[src/rtl/mem_pkg.sv]
// -----------------------------------------------------------------------------
// mem_pkg
// Shared definitions for the memory access controller: FSM state encoding,
// REQ_SIZE encodings, the default memory depth and the alignment check used
// when a request is accepted.
// No ports (package).
// -----------------------------------------------------------------------------
package mem_pkg;

  localparam int MEM_WORDS_DEFAULT = 512;

  localparam logic [1:0] SIZE_BYTE    = 2'b00;
  localparam logic [1:0] SIZE_HALF    = 2'b01;
  localparam logic [1:0] SIZE_WORD    = 2'b10;
  localparam logic [1:0] SIZE_ILLEGAL = 2'b11;

  typedef enum logic [2:0] {
    ST_IDLE  = 3'd0,
    ST_READ  = 3'd1,
    ST_WRITE = 3'd2,
    ST_RESP  = 3'd3,
    ST_DUMP  = 3'd4
  } state_t;

  // True when the access size cannot be served at this byte offset.
  // The illegal size encoding is folded in here so one test covers both.
  function automatic logic size_addr_bad(input logic [1:0] size,
                                         input logic [1:0] addr_lo);
    logic bad;
    case (size)
      SIZE_BYTE: bad = 1'b0;
      SIZE_HALF: bad = addr_lo[0];
      SIZE_WORD: bad = (addr_lo != 2'b00);
      default:   bad = 1'b1;
    endcase
    return bad;
  endfunction

endpackage

[src/rtl/mem_lane_align.sv]
// -----------------------------------------------------------------------------
// mem_lane_align
// Combinational little-endian lane handling for sub-word accesses.
//   rd_word     in  32  word read from memory
//   addr_lo     in  2   byte offset within the word
//   size        in  2   access size (mem_pkg SIZE_*)
//   unsigned_ld in  1   1 = zero-extend loads, 0 = sign-extend
//   wdata       in  32  right-aligned store data
//   load_data   out 32  extracted and extended load result
//   merged_word out 32  rd_word with the addressed lane replaced by wdata
// -----------------------------------------------------------------------------
module mem_lane_align
  import mem_pkg::*;
(
  input  logic [31:0] rd_word,
  input  logic [1:0]  addr_lo,
  input  logic [1:0]  size,
  input  logic        unsigned_ld,
  input  logic [31:0] wdata,
  output logic [31:0] load_data,
  output logic [31:0] merged_word
);

  logic [7:0]  byte_sel;
  logic [15:0] half_sel;

  always_comb begin
    byte_sel = rd_word[{addr_lo, 3'b000} +: 8];
    half_sel = addr_lo[1] ? rd_word[31:16] : rd_word[15:0];

    case (size)
      SIZE_BYTE: load_data = unsigned_ld ? {24'd0, byte_sel}
                                         : {{24{byte_sel[7]}}, byte_sel};
      SIZE_HALF: load_data = unsigned_ld ? {16'd0, half_sel}
                                         : {{16{half_sel[15]}}, half_sel};
      default:   load_data = rd_word;
    endcase
  end

  always_comb begin
    merged_word = rd_word;
    case (size)
      SIZE_BYTE: merged_word[{addr_lo, 3'b000} +: 8] = wdata[7:0];
      SIZE_HALF: begin
        if (addr_lo[1]) merged_word[31:16] = wdata[15:0];
        else            merged_word[15:0]  = wdata[15:0];
      end
      SIZE_WORD: merged_word = wdata;
      default:   merged_word = rd_word;
    endcase
  end

endmodule

[src/rtl/mem_access_ctrl.sv]
// -----------------------------------------------------------------------------
// mem_access_ctrl
// Load/store front end between a core and a word-wide main memory. Handles
// byte/half/word accesses, sign/zero extension, read-modify-write for sub-word
// stores, error detection and a one-shot memory dump trigger.
//
// Ports
//   CLK, RESET (async, active-high)
//   REQ_VALID/REQ_READY handshake; REQ_WE, REQ_SIZE, REQ_UNSIGNED, REQ_ADDR,
//   REQ_WDATA request fields (registered on acceptance)
//   RSP_VALID (one-cycle pulse), RSP_RDATA, RSP_ERR
//   MEM_READ_EN/MEM_READ_ADDRESS/MEM_READ_DATA (combinational read)
//   MEM_WRITE_EN/MEM_WRITE_ADDRESS/MEM_WRITE_DATA
//   DUMP_REQ in, SHOW_EN out (held until reset)
//
// state    | meaning
// ---------+----------------------------------------------------------------
// ST_IDLE  | ready for a request or a dump request
// ST_READ  | memory read: capture load result or old word for RMW merge
// ST_WRITE | memory write of the full (possibly merged) word
// ST_RESP  | one-cycle response pulse
// ST_DUMP  | SHOW_EN held, no further requests until reset
// -----------------------------------------------------------------------------
module mem_access_ctrl
  import mem_pkg::*;
#(
  parameter int MEM_WORDS = MEM_WORDS_DEFAULT
)
(
  input  logic        CLK,
  input  logic        RESET,
  input  logic        REQ_VALID,
  output logic        REQ_READY,
  input  logic        REQ_WE,
  input  logic [1:0]  REQ_SIZE,
  input  logic        REQ_UNSIGNED,
  input  logic [31:0] REQ_ADDR,
  input  logic [31:0] REQ_WDATA,
  output logic        RSP_VALID,
  output logic [31:0] RSP_RDATA,
  output logic        RSP_ERR,
  input  logic        DUMP_REQ,
  output logic        MEM_READ_EN,
  output logic        MEM_WRITE_EN,
  output logic [31:0] MEM_READ_ADDRESS,
  output logic [31:0] MEM_WRITE_ADDRESS,
  output logic [31:0] MEM_WRITE_DATA,
  input  logic [31:0] MEM_READ_DATA,
  output logic        SHOW_EN
);

  // One bit wider than the address so the full 32-bit range compares cleanly.
  localparam logic [32:0] MEM_BYTES = 33'(MEM_WORDS) << 2;

  state_t      state_q, state_d;
  logic [31:0] addr_q;
  logic [1:0]  size_q;
  logic        we_q;
  logic        uns_q;
  logic [31:0] wdata_q;
  logic [31:0] word_q;
  logic [31:0] rdata_q;
  logic        err_q;

  logic        accept;
  logic        req_err;
  logic [31:0] load_data;
  logic [31:0] merged_word;

  assign accept  = (state_q == ST_IDLE) && !DUMP_REQ && REQ_VALID;
  assign req_err = size_addr_bad(REQ_SIZE, REQ_ADDR[1:0]) ||
                   ({1'b0, REQ_ADDR} >= MEM_BYTES);

  mem_lane_align u_lane_align (
    .rd_word     (MEM_READ_DATA),
    .addr_lo     (addr_q[1:0]),
    .size        (size_q),
    .unsigned_ld (uns_q),
    .wdata       (wdata_q),
    .load_data   (load_data),
    .merged_word (merged_word)
  );

  always_ff @(posedge CLK or posedge RESET) begin
    if (RESET) begin
      state_q <= ST_IDLE;
      addr_q  <= '0;
      size_q  <= '0;
      we_q    <= 1'b0;
      uns_q   <= 1'b0;
      wdata_q <= '0;
      word_q  <= '0;
      rdata_q <= '0;
      err_q   <= 1'b0;
    end else begin
      state_q <= state_d;
      if (accept) begin
        addr_q  <= REQ_ADDR;
        size_q  <= REQ_SIZE;
        we_q    <= REQ_WE;
        uns_q   <= REQ_UNSIGNED;
        wdata_q <= REQ_WDATA;
        // Word stores skip READ, so their write word is ready immediately.
        word_q  <= REQ_WDATA;
        err_q   <= req_err;
        rdata_q <= '0;
      end else if (state_q == ST_READ) begin
        if (we_q) word_q  <= merged_word;
        else      rdata_q <= load_data;
      end
    end
  end

  always_comb begin
    state_d           = state_q;
    REQ_READY         = 1'b0;
    RSP_VALID         = 1'b0;
    RSP_ERR           = 1'b0;
    RSP_RDATA         = '0;
    MEM_READ_EN       = 1'b0;
    MEM_WRITE_EN      = 1'b0;
    MEM_READ_ADDRESS  = '0;
    MEM_WRITE_ADDRESS = '0;
    MEM_WRITE_DATA    = '0;
    SHOW_EN           = 1'b0;

    case (state_q)
      ST_IDLE: begin
        REQ_READY = 1'b1;
        if (DUMP_REQ) begin
          state_d = ST_DUMP;
        end else if (REQ_VALID) begin
          if (req_err)                  state_d = ST_RESP;
          else if (!REQ_WE)             state_d = ST_READ;
          else if (REQ_SIZE == SIZE_WORD) state_d = ST_WRITE;
          else                          state_d = ST_READ;
        end
      end
      ST_READ: begin
        MEM_READ_EN      = 1'b1;
        MEM_READ_ADDRESS = {addr_q[31:2], 2'b00};
        state_d          = we_q ? ST_WRITE : ST_RESP;
      end
      ST_WRITE: begin
        MEM_WRITE_EN      = 1'b1;
        MEM_WRITE_ADDRESS = {addr_q[31:2], 2'b00};
        MEM_WRITE_DATA    = word_q;
        state_d           = ST_RESP;
      end
      ST_RESP: begin
        RSP_VALID = 1'b1;
        RSP_ERR   = err_q;
        RSP_RDATA = rdata_q;
        state_d   = ST_IDLE;
      end
      ST_DUMP: begin
        SHOW_EN = 1'b1;
      end
      default: state_d = ST_IDLE;
    endcase
  end

endmodule

[config.mk]
export PLATFORM = sky130hd
export DESIGN_NAME = mem_access_ctrl
export DESIGN_NICKNAME = d
export VERILOG_FILES = /design/src/rtl/mem_pkg.sv /design/src/rtl/mem_lane_align.sv /design/src/rtl/mem_access_ctrl.sv
export SDC_FILE = /design/constraint.sdc
export NUM_CORES = 1
export LEC_CHECK = 0
export ABC_AREA = 1
export CAP_MARGIN = 25
export CORE_ASPECT_RATIO = 2
export CORE_MARGIN = 3
export CORE_UTILIZATION = 30
export DETAILED_ROUTE_END_ITERATION = 12
export HOLD_SLACK_MARGIN = 0.08
export PLACE_DENSITY_LB_ADDON = 0.3
export SYNTH_ARGS = -nofsm -noshare
export SYNTH_HDL_FRONTEND = slang
export SYNTH_HIERARCHICAL = 1
export SYNTH_SLANG_ARGS = --single-unit
[constraint.sdc]
create_clock -name CLK -period 6.8 [get_ports CLK]
set_input_delay 0.68 -clock CLK [delete_from_list [all_inputs] [get_ports CLK]]
set_output_delay 0.68 -clock CLK [all_outputs]
set_load 0.02 [all_outputs]
==> metrics <==
initial core utilization=between 30% and 40%; row count=87; Skew-Pair Late Insertion Delay=0.45 ns; drt wl/cell=17.0 um; vias=8,888; Chip Height=about 250 um; TNS Setup=0 ns; status=finished, final reports clean; post-cts gate resize count=0; slowest CP cell=clkdlybuf4s50_1; Data required, critical path=6.12 ns; grt ovf=0; total iterations of the first detailed-routing run=7; Layout area overhead=35.8%; crit end category=output port; post-route clock skew=approximately 0.013 ns; Final Routed Wirelength=between 30 and 40 mm; Max stage delay on crit path=about 0.7 ns; worst hold path type=reg2reg; Final min period=between 3 and 4 ns; actual slew at the worst max-slew pin=0.919 ns; first-pass GRT wire length=approximately 50 mm; # nets final=between 1.5k and 2k; Synth Instances=roughly 1.3k; all-layer global routing usage=20.6%; RSZ-0062 raised after global routing=no; busiest layer in global routing=met2; Worst Path Arrival=roughly 2.6 ns; layout cells sized above 1=5.84%; Pwr Density=266 nW/um2; max frequency=303 MHz; Worst slew margin=between 30% and 40%; clock root buffer=clkbuf_16; initial antenna violation count=1; buffers plus inverters on the worst setup path=3; largest net degree at the start of global routing=80; register bit count reported by yosys=roughly 140; cell-by-cell trace of the critical path=nor2_2 > nand2_2 > buf_4 > inv_2 > clkdlybuf4s50_1; H-tree depth=4; Mapped Avg Cell Area=6.62 um2; drt initial violations=476; met3 usage in global routing=3.80%; Final period util=around half; DR vias/cell=between 4 and 5; Post-CTS Setup Bufs=0; critical path class=reg2out; num ports=roughly 240; DIE AREA=about 30,000 um2; synth unique cells=37; area of the mapped netlist=about 8600 um2; Final Non-Filler Cells=~1.9k; critical path startpoint category=flip-flop; Slew Viols, Final=0; leakage power=between 5 and 6 nW; Final ANT Viol Nets=0; cts bufs inserted=17; vias in the first global route=approximately 9k; Die X=around 130 um; setup violators final=0; Max Cap Viol=0; post-DP HPWL=between 20 and 25 mm; sequential share of the synthesized area=between 30% and 40%; Cells after DPL=1,831; CTS Hold Buffers Added=0; Yosys warning count=6; core area=28,300 um2; met2 GRT Util=37.9%; crit-path max FO=21; CTS tree=built; Hold Fails Final Rpt=0; Max Root-Sink Buffers=2; CTS Sinks=between 100 and 150; drt drc=0; Final Wtd Congestion=roughly 0.94; delay-heaviest family, CP=buffers and inverters; Worst-path clk slew=approximately 0.060 ns; met1 GRT Util=21.4%; VDD IR max=~0.19 mV; PortBufs=~230
[cell usage after synthesis (all sizes together)]
cell	count	area [um2]
nand4	16	100
ha	5	62.6
o211ai	25	188
clkinv	1	3.75
nor3	2	10.0
o21ai	102	518
a22oi	2	15.0
a21oi	20	104
o21a	2	15.0
a31oi	13	81.3
or2	6	37.5
a21boi	1	7.51
inv	154	591
nor2	185	714
buf	53	348
and2	4	25.0
dfrtp	136	3400
conb	1	3.75
clkbuf	21	78.8
o22ai	1	6.26
nand2	463	1770
nand3	89	531
[cell families after synthesis]
| kind of cell | Yosys count | share of synthesized area [%] |
|---|---|---|
| AOI/OAI and AO/OA | 166 | 10.8 |
| adders and majority gates | 5 | 0.726 |
| buffers and inverters | 229 | 11.9 |
| DFF | 136 | 39.5 |
| other | 1 | 0.0435 |
| and+or+nand+nor | 765 | 37.0 |
[metal layers]
layer,part of all wire (%),vias up,wire [um]
met5,0,-,0
met3,5.3,86,1690
met2,53,320,16800
met4,6.0,0,1920
met1,36,4049,11400
li1,-,4433,-
[report_power, final]
| part | internal [mW] | switching, mW | total (mW) |
|---|---|---|---|
| sequential | 1.00 | 0.148 | 1.15 |
| clock | 0.575 | 0.349 | 0.924 |
| combinational | 0.347 | 0.687 | 1.03 |
[path summary, 6_finish.rpt]
path                             startpoint     endpoint  slack, ns  depth (start not counted)
worst min register to register  wdata_q[26]  wdata_q[26]       0.48                          2
worst max register to register    addr_q[0]   word_q[25]       3.91                          9
worst min-delay path            wdata_q[26]  wdata_q[26]       0.48                          2
worst max-delay path             state_q[2]  MEM_READ_EN       3.50                          5
min in group asynchronous             RESET   addr_q[11]       0.68                          2
max in group asynchronous             RESET   rdata_q[6]       5.02                          4
[placed cells by master (no fill, tap or decap), types with 3 or more instances in the layout]
cell             Yosys  final
a21oi_1             19     19
a31oi_1             13     13
and2_0               4      4
buf_4               12      8
clkbuf_1            21      3
clkbuf_16            0     17
clkbuf_8             0      4
clkdlybuf4s50_1      0    233
clkinv_2             0      4
conb_1               1      4
dfrtp_1            136    135
ha_1                 5      5
inv_1              144    143
inv_2                8      8
nand2_1            455    455
nand2_2              5      5
nand2_4              3      3
nand3_1             72     72
nand3_2             17     17
nand4_1             16     16
nor2_1             181    181
o211ai_1            25     25
o21ai_0             85     85
o21ai_1             15     15
or2_2                4      4
[state kept, by name, indices dropped and copies added (netlist names)]
signal   flops
addr_q      32
rdata_q     32
wdata_q     32
word_q      32
state_q      3
size_q       2
err_q        1
uns_q        1
we_q         1
[worst register-to-register path: stages, from the launching register on]
cell and delay, ns:
dfrtp_1 0.73, inv_1 0.25, ha_1 0.42, inv_2 0.26, nand3_1 0.30, o21ai_0 0.43, nand2_1 0.09, nand3_1 0.08
nand3_1 0.09, o211ai_1 0.13
[cell type report]
class	instances	area, um2
multi-input cells	940	4200
repair buffers	244	2450
inverters	155	599
flip-flops and latches	136	3400
clock buffers	24	492
clock inverters	8	95.1
fillers	2987	16600
diodes	1	2.50
well taps	356	445
[per-stage QoR]
stage | area, um2 | power (mW) | worst slack (ns) | hold WS [ns] | util, %
final | 11700 | 3.11 | 3.50 | 0.476 | 41.3
after global routing | 11700 | 3.32 | 3.34 | 0.493 | 41.3
after detailed placement | 11100 | 2.19 | 3.53 | 0.465 | 39.2
after floorplan | 8630 | 1.88 | 2.48 | 0.449 | -
after CTS | 11700 | 3.13 | 3.45 | 0.481 | 41.3
after global placement | 11000 | 2.18 | 3.59 | 0.466 | 39.0
Note: power is estimated with default switching activity, not from simulation.
